$ cat config.mk
export PLATFORM = sky130hd
export DESIGN_NAME = fifo_wr_arbiter
export DESIGN_NICKNAME = d
export VERILOG_FILES = /design/src/rtl/fifo_wr_arbiter.sv
export SDC_FILE = /design/constraint.sdc
export NUM_CORES = 1
export LEC_CHECK = 0
export BUFFER_PORTS_ARGS = -buffer_cell sky130_fd_sc_hd__buf_4
export CAP_MARGIN = 20
export CELL_PAD_IN_SITES_DETAIL_PLACEMENT = 2
export CELL_PAD_IN_SITES_GLOBAL_PLACEMENT = 2
export CORE_AREA = 2 2 93 95
export DETAILED_ROUTE_END_ITERATION = 16
export DIE_AREA = 0 0 95 97
export PLACE_DENSITY = 0.86
export REMOVE_ABC_BUFFERS = 1
export SLEW_MARGIN = 10
export SYNTH_ARGS = -nofsm -noshare
export SYNTH_HDL_FRONTEND = slang
export SYNTH_SLANG_ARGS = --single-unit
$ cat constraint.sdc
create_clock -name clk -period 2.3 [get_ports clk]
set_input_delay 0.23 -clock clk [delete_from_list [all_inputs] [get_ports clk]]
set_output_delay 0.23 -clock clk [all_outputs]
set_load 0.02 [all_outputs]
$ cat src/rtl/fifo_wr_arbiter.sv
// Write-side arbiter for the 8x16 FIFO: two valid/ready producers share the
// write port with round-robin ownership limited to BURST words per period.
module fifo_wr_arbiter #(
  parameter int BURST = 4
) (
  input  logic        clk,
  input  logic        rst,
  input  logic        req0_valid,
  input  logic [15:0] req0_data,
  output logic        req0_ready,
  input  logic        req1_valid,
  input  logic [15:0] req1_data,
  output logic        req1_ready,
  input  logic        f_full,
  output logic        fifo_wr_en,
  output logic [15:0] fifo_wr_data,
  output logic [1:0]  grant,
  output logic [15:0] wcount0,
  output logic [15:0] wcount1
);

  typedef enum logic [1:0] {
    IDLE = 2'd0,
    OWN0 = 2'd1,
    OWN1 = 2'd2
  } state_t;

  localparam logic [3:0] BCNT_LAST = 4'(BURST - 1);

  state_t     state;
  state_t     state_next;
  logic [3:0] bcnt;
  logic       last;
  logic       release_own;

  // Only the owner may be ready, and never while the FIFO is full or in reset.
  always_comb begin
    req0_ready = 1'b0;
    req1_ready = 1'b0;
    if (!rst) begin
      if (state == OWN0) req0_ready = req0_valid & ~f_full;
      if (state == OWN1) req1_ready = req1_valid & ~f_full;
    end
  end

  assign fifo_wr_en = req0_ready | req1_ready;

  always_comb begin
    fifo_wr_data = 16'h0000;
    if (req0_ready)      fifo_wr_data = req0_data;
    else if (req1_ready) fifo_wr_data = req1_data;
  end

  assign grant = {state == OWN1, state == OWN0};

  // A competitor always takes over on release; a lone owner that still has
  // data simply re-acquires, so burst-limit releases cost no idle cycle.
  always_comb begin
    state_next  = state;
    release_own = 1'b0;
    case (state)
      IDLE: begin
        if (req0_valid && req1_valid) state_next = last ? OWN0 : OWN1;
        else if (req0_valid)          state_next = OWN0;
        else if (req1_valid)          state_next = OWN1;
      end
      OWN0: begin
        release_own = (req0_ready && bcnt == BCNT_LAST) || !req0_valid;
        if (release_own) begin
          if (req1_valid)      state_next = OWN1;
          else if (req0_valid) state_next = OWN0;
          else                 state_next = IDLE;
        end
      end
      OWN1: begin
        release_own = (req1_ready && bcnt == BCNT_LAST) || !req1_valid;
        if (release_own) begin
          if (req0_valid)      state_next = OWN0;
          else if (req1_valid) state_next = OWN1;
          else                 state_next = IDLE;
        end
      end
      default: state_next = IDLE;
    endcase
  end

  always_ff @(posedge clk) begin
    if (rst) begin
      state   <= IDLE;
      bcnt    <= 4'd0;
      last    <= 1'b1;
      wcount0 <= 16'h0000;
      wcount1 <= 16'h0000;
    end else begin
      state <= state_next;
      if (release_own) begin
        bcnt <= 4'd0;
        last <= (state == OWN1);
      end else if (fifo_wr_en) begin
        bcnt <= bcnt + 4'd1;
      end
      if (req0_ready) wcount0 <= wcount0 + 16'd1;
      if (req1_ready) wcount1 <= wcount1 + 16'd1;
    end
  end

endmodule

==> metrics.txt <==
Worst slew margin=62.32%; Vias=2237; footprint of the multi-input gates=0.001241 mm^2; worst setup path start=state[0]$_SDFFE_PP0P_; # clock sinks=39; hold_sp=rst; Pwr per Cell Area=521.2 mW/mm^2; area of the core=0.008134 mm^2; reg-to-reg startpoint=state[0]$_SDFFE_PP0P_; synthesized area per cell=8.484 um^2; Placed Cells=438; Worst Clk Skew=0.006528 ns; max_cap viols=0; initial antenna violation count=0; min cycle time layout=2.149 ns; boundary pin count=90; Clock Latency Late Sink=0.29 ns; CTS tree=done; Final Hold Fails=0; Die Height=97 um; # fillers=924; GRT Overall Usage=15.67%; Leakage Power=1.292 nW; clock share of power=38.1%; post-CTS setup buffers=0; slew at the pin closest to its max-slew limit=0.5640 ns; maximum level of the CTS H-tree=2; Final ANT Viol Nets=0; cell count after synthesis=246; Critical Path AT=1.92 ns; sequential share of power=44.3%; Pins Over Slew Limit=0; largest stage delay on the critical path=0.34 ns; Register Area=780.7 um^2; post-cts resize count=0; slowest CP cell=dfxtp_1; r2r setup slk=0.26 ns; NetSw=409.3 uW; number of global-route vias before repair=2459; Yosys reg bits=39; sequential element share of the synthesized area=37.41%; Mapped Area=0.002087 mm^2; DR DRC count=0; Diodes inserted=0; Synth area leader=dfxtp_1; crit share post-route=93.45%; CP Data Required Time=2.07 ns; worst ir drop on vdd=0.2262 mV; crit path kind=register to output port; CTS Buf Count=5; Vias/cell=5.016; root buf cell=clkbuf_8; Post-CTS Hold Buffers=0; detailed placer's ending HPWL=5542 um; die width=95 um; Initial Util=25.66%; routability cong.=0.8020; Area Overhead vs Synth=45.32%; largest net degree at the start of global routing=25; final setup margin=0.1506 ns; Worst path most repeated cell=buf_4; pre-CTS setup slack=0.1732 ns; share of cells above drive strength 1=32.26%; status=completed; sw frac=25.89%; clock transition at the registers of the reported paths=0.08 ns; area share of the leading cell type in the synthesized netlist=37.41%; RSZ-0062 raised after global routing=false; DRT Wirelength=7004 um; Pre-antenna DRT Iters=4; Max Fclk=465.3 MHz; WL/cell=15.70 um; CP Cell Sequence=inv_1, ha_1, nand4bb_1, buf_4, a21oi_1, buf_4, a22o_1, buf_4; Die Area=0.009215 mm^2; Final nets=384; Bufs and invs on worst path=4; Yosys warnings=0; grt total ovfl=0; Port-buffer cells=89; P_int=1.172 mW; CP Launch Type=register; endpoints failing setup=0; final std cells w/o fill=446; CTS Buffer Depth=2; Rows=33; post-synth cell types=45; synth top area cells=dfxtp_1 (37%), a22o_1 (6.7%), nor2_1 (5.0%); CP delay by family, top=buffers and inverters; Comb pwr share=17.6%; CP Max Fanout=16; finished layout cell area=0.003033 mm^2; CP endpoint kind=output port; DR iter-0 viols=34; area post-placement=0.002899 mm^2; first-pass GRT wire length=11770 um; Min-Delay Path Class=input pin to register
[cells in the mapped netlist, drive strengths merged]
master / number
dfxtp: 39
nor2: 28
a22o: 16
a21oi: 15
nand2: 14
nand4: 12
xnor2: 12
o21ai: 10
xor2: 10
nand3: 9
ha: 7
inv: 7
nor3: 7
buf: 5
clkbuf: 5
nor2b: 4
or3: 4
or4: 4
and2: 3
and3: 3
nand2b: 3
nor4: 3
a2111o: 2
and4: 2
clkinv: 2
mux2i: 2
nand4bb: 2
o31ai: 2
a2111oi: 1
a21o: 1
a221oi: 1
a22oi: 1
a31o: 1
a31oi: 1
and3b: 1
mux2: 1
nand3b: 1
nor3b: 1
o211ai: 1
o21a: 1
o22ai: 1
or2: 1
[per-stage QoR]
stage	hold slack [ns]	power [mW]	utilization, %	TNS, ns
finish	0.2771	1.581	37.29	0
floorplan	0.2991	0.8524	-	-0.7349
global route	0.2739	1.673	37.29	0
global placement	0.4486	0.9804	35.64	0
detailed placement	0.4698	0.9930	35.64	0
CTS	0.2722	1.603	37.09	0
[registers in the layout, indices dropped and copies added, names as in the netlist]
signal and cells:
wcount1 16, wcount0 16, state 2, last 1
bcnt 4
[layout by cell type (no fill, tap or decap), types with 3 or more instances in the layout]
master,count
a21oi_1,15
a22o_1,16
and2_1,3
and3_1,3
buf_4,97
clkbuf_8,6
dfxtp_1,39
ha_1,7
inv_1,7
nand2_1,14
nand2b_1,3
nand3_1,9
nand4_1,12
nor2_1,28
nor2b_1,4
nor3_1,7
nor4_1,3
o21ai_0,10
or3_1,4
or4_1,3
xnor2_1,12
xor2_1,10
[layout make-up]
type                       count  area share [%]
inverter                       9           1.114
clock buffer                   6           2.723
clock inverter                 2           1.155
tap                          105           4.332
timing repair buffer          97           24.01
sequential                    39           25.74
multi-input combinational    188           40.92
[power groups by stage]
stage / combinational (mW) / clock, mW / sequential, mW
detailed placement: 0.276 / 0 / 0.717
global placement: 0.265 / 0 / 0.715
floorplan: 0.138 / 0 / 0.715
finish: 0.278 / 0.602 / 0.701
CTS: 0.278 / 0.624 / 0.701
global route: 0.309 / 0.660 / 0.704
[metal layers]
metal | global-route usage, % | vias up | share of wire (%)
li1 | - | 1078 | -
met1 | 19.03 | 1077 | 42
met2 | 27.55 | 75 | 50
met3 | 4.050 | 7 | 6.3
met4 | 3.122 | 0 | 0.94
met5 | 0 | - | 0
[cell families after synthesis]
kind of cell             share of synthesized area (%)
XOR/XNOR                                         9.232
buffers and inverters                            3.897
flip-flops                                       37.41
adder cells (fa/ha/maj)                          4.196
AND/OR/NAND/NOR                                  25.96
multiplexers                                     1.499
AO/OA/AOI/OAI                                    17.81
[path summary, 6_finish.rpt]
path | cells after the start | endpoint
worst max-delay path | 8 | fifo_wr_data[0]
worst min-delay path | 2 | wcount1[0]$_SDFFE_PP0N_
worst max register to register | 8 | last$_SDFFE_PP1P_
worst min register to register | 1 | wcount0[15]$_SDFFE_PP0P_
Power figures use the tool's default switching activity.
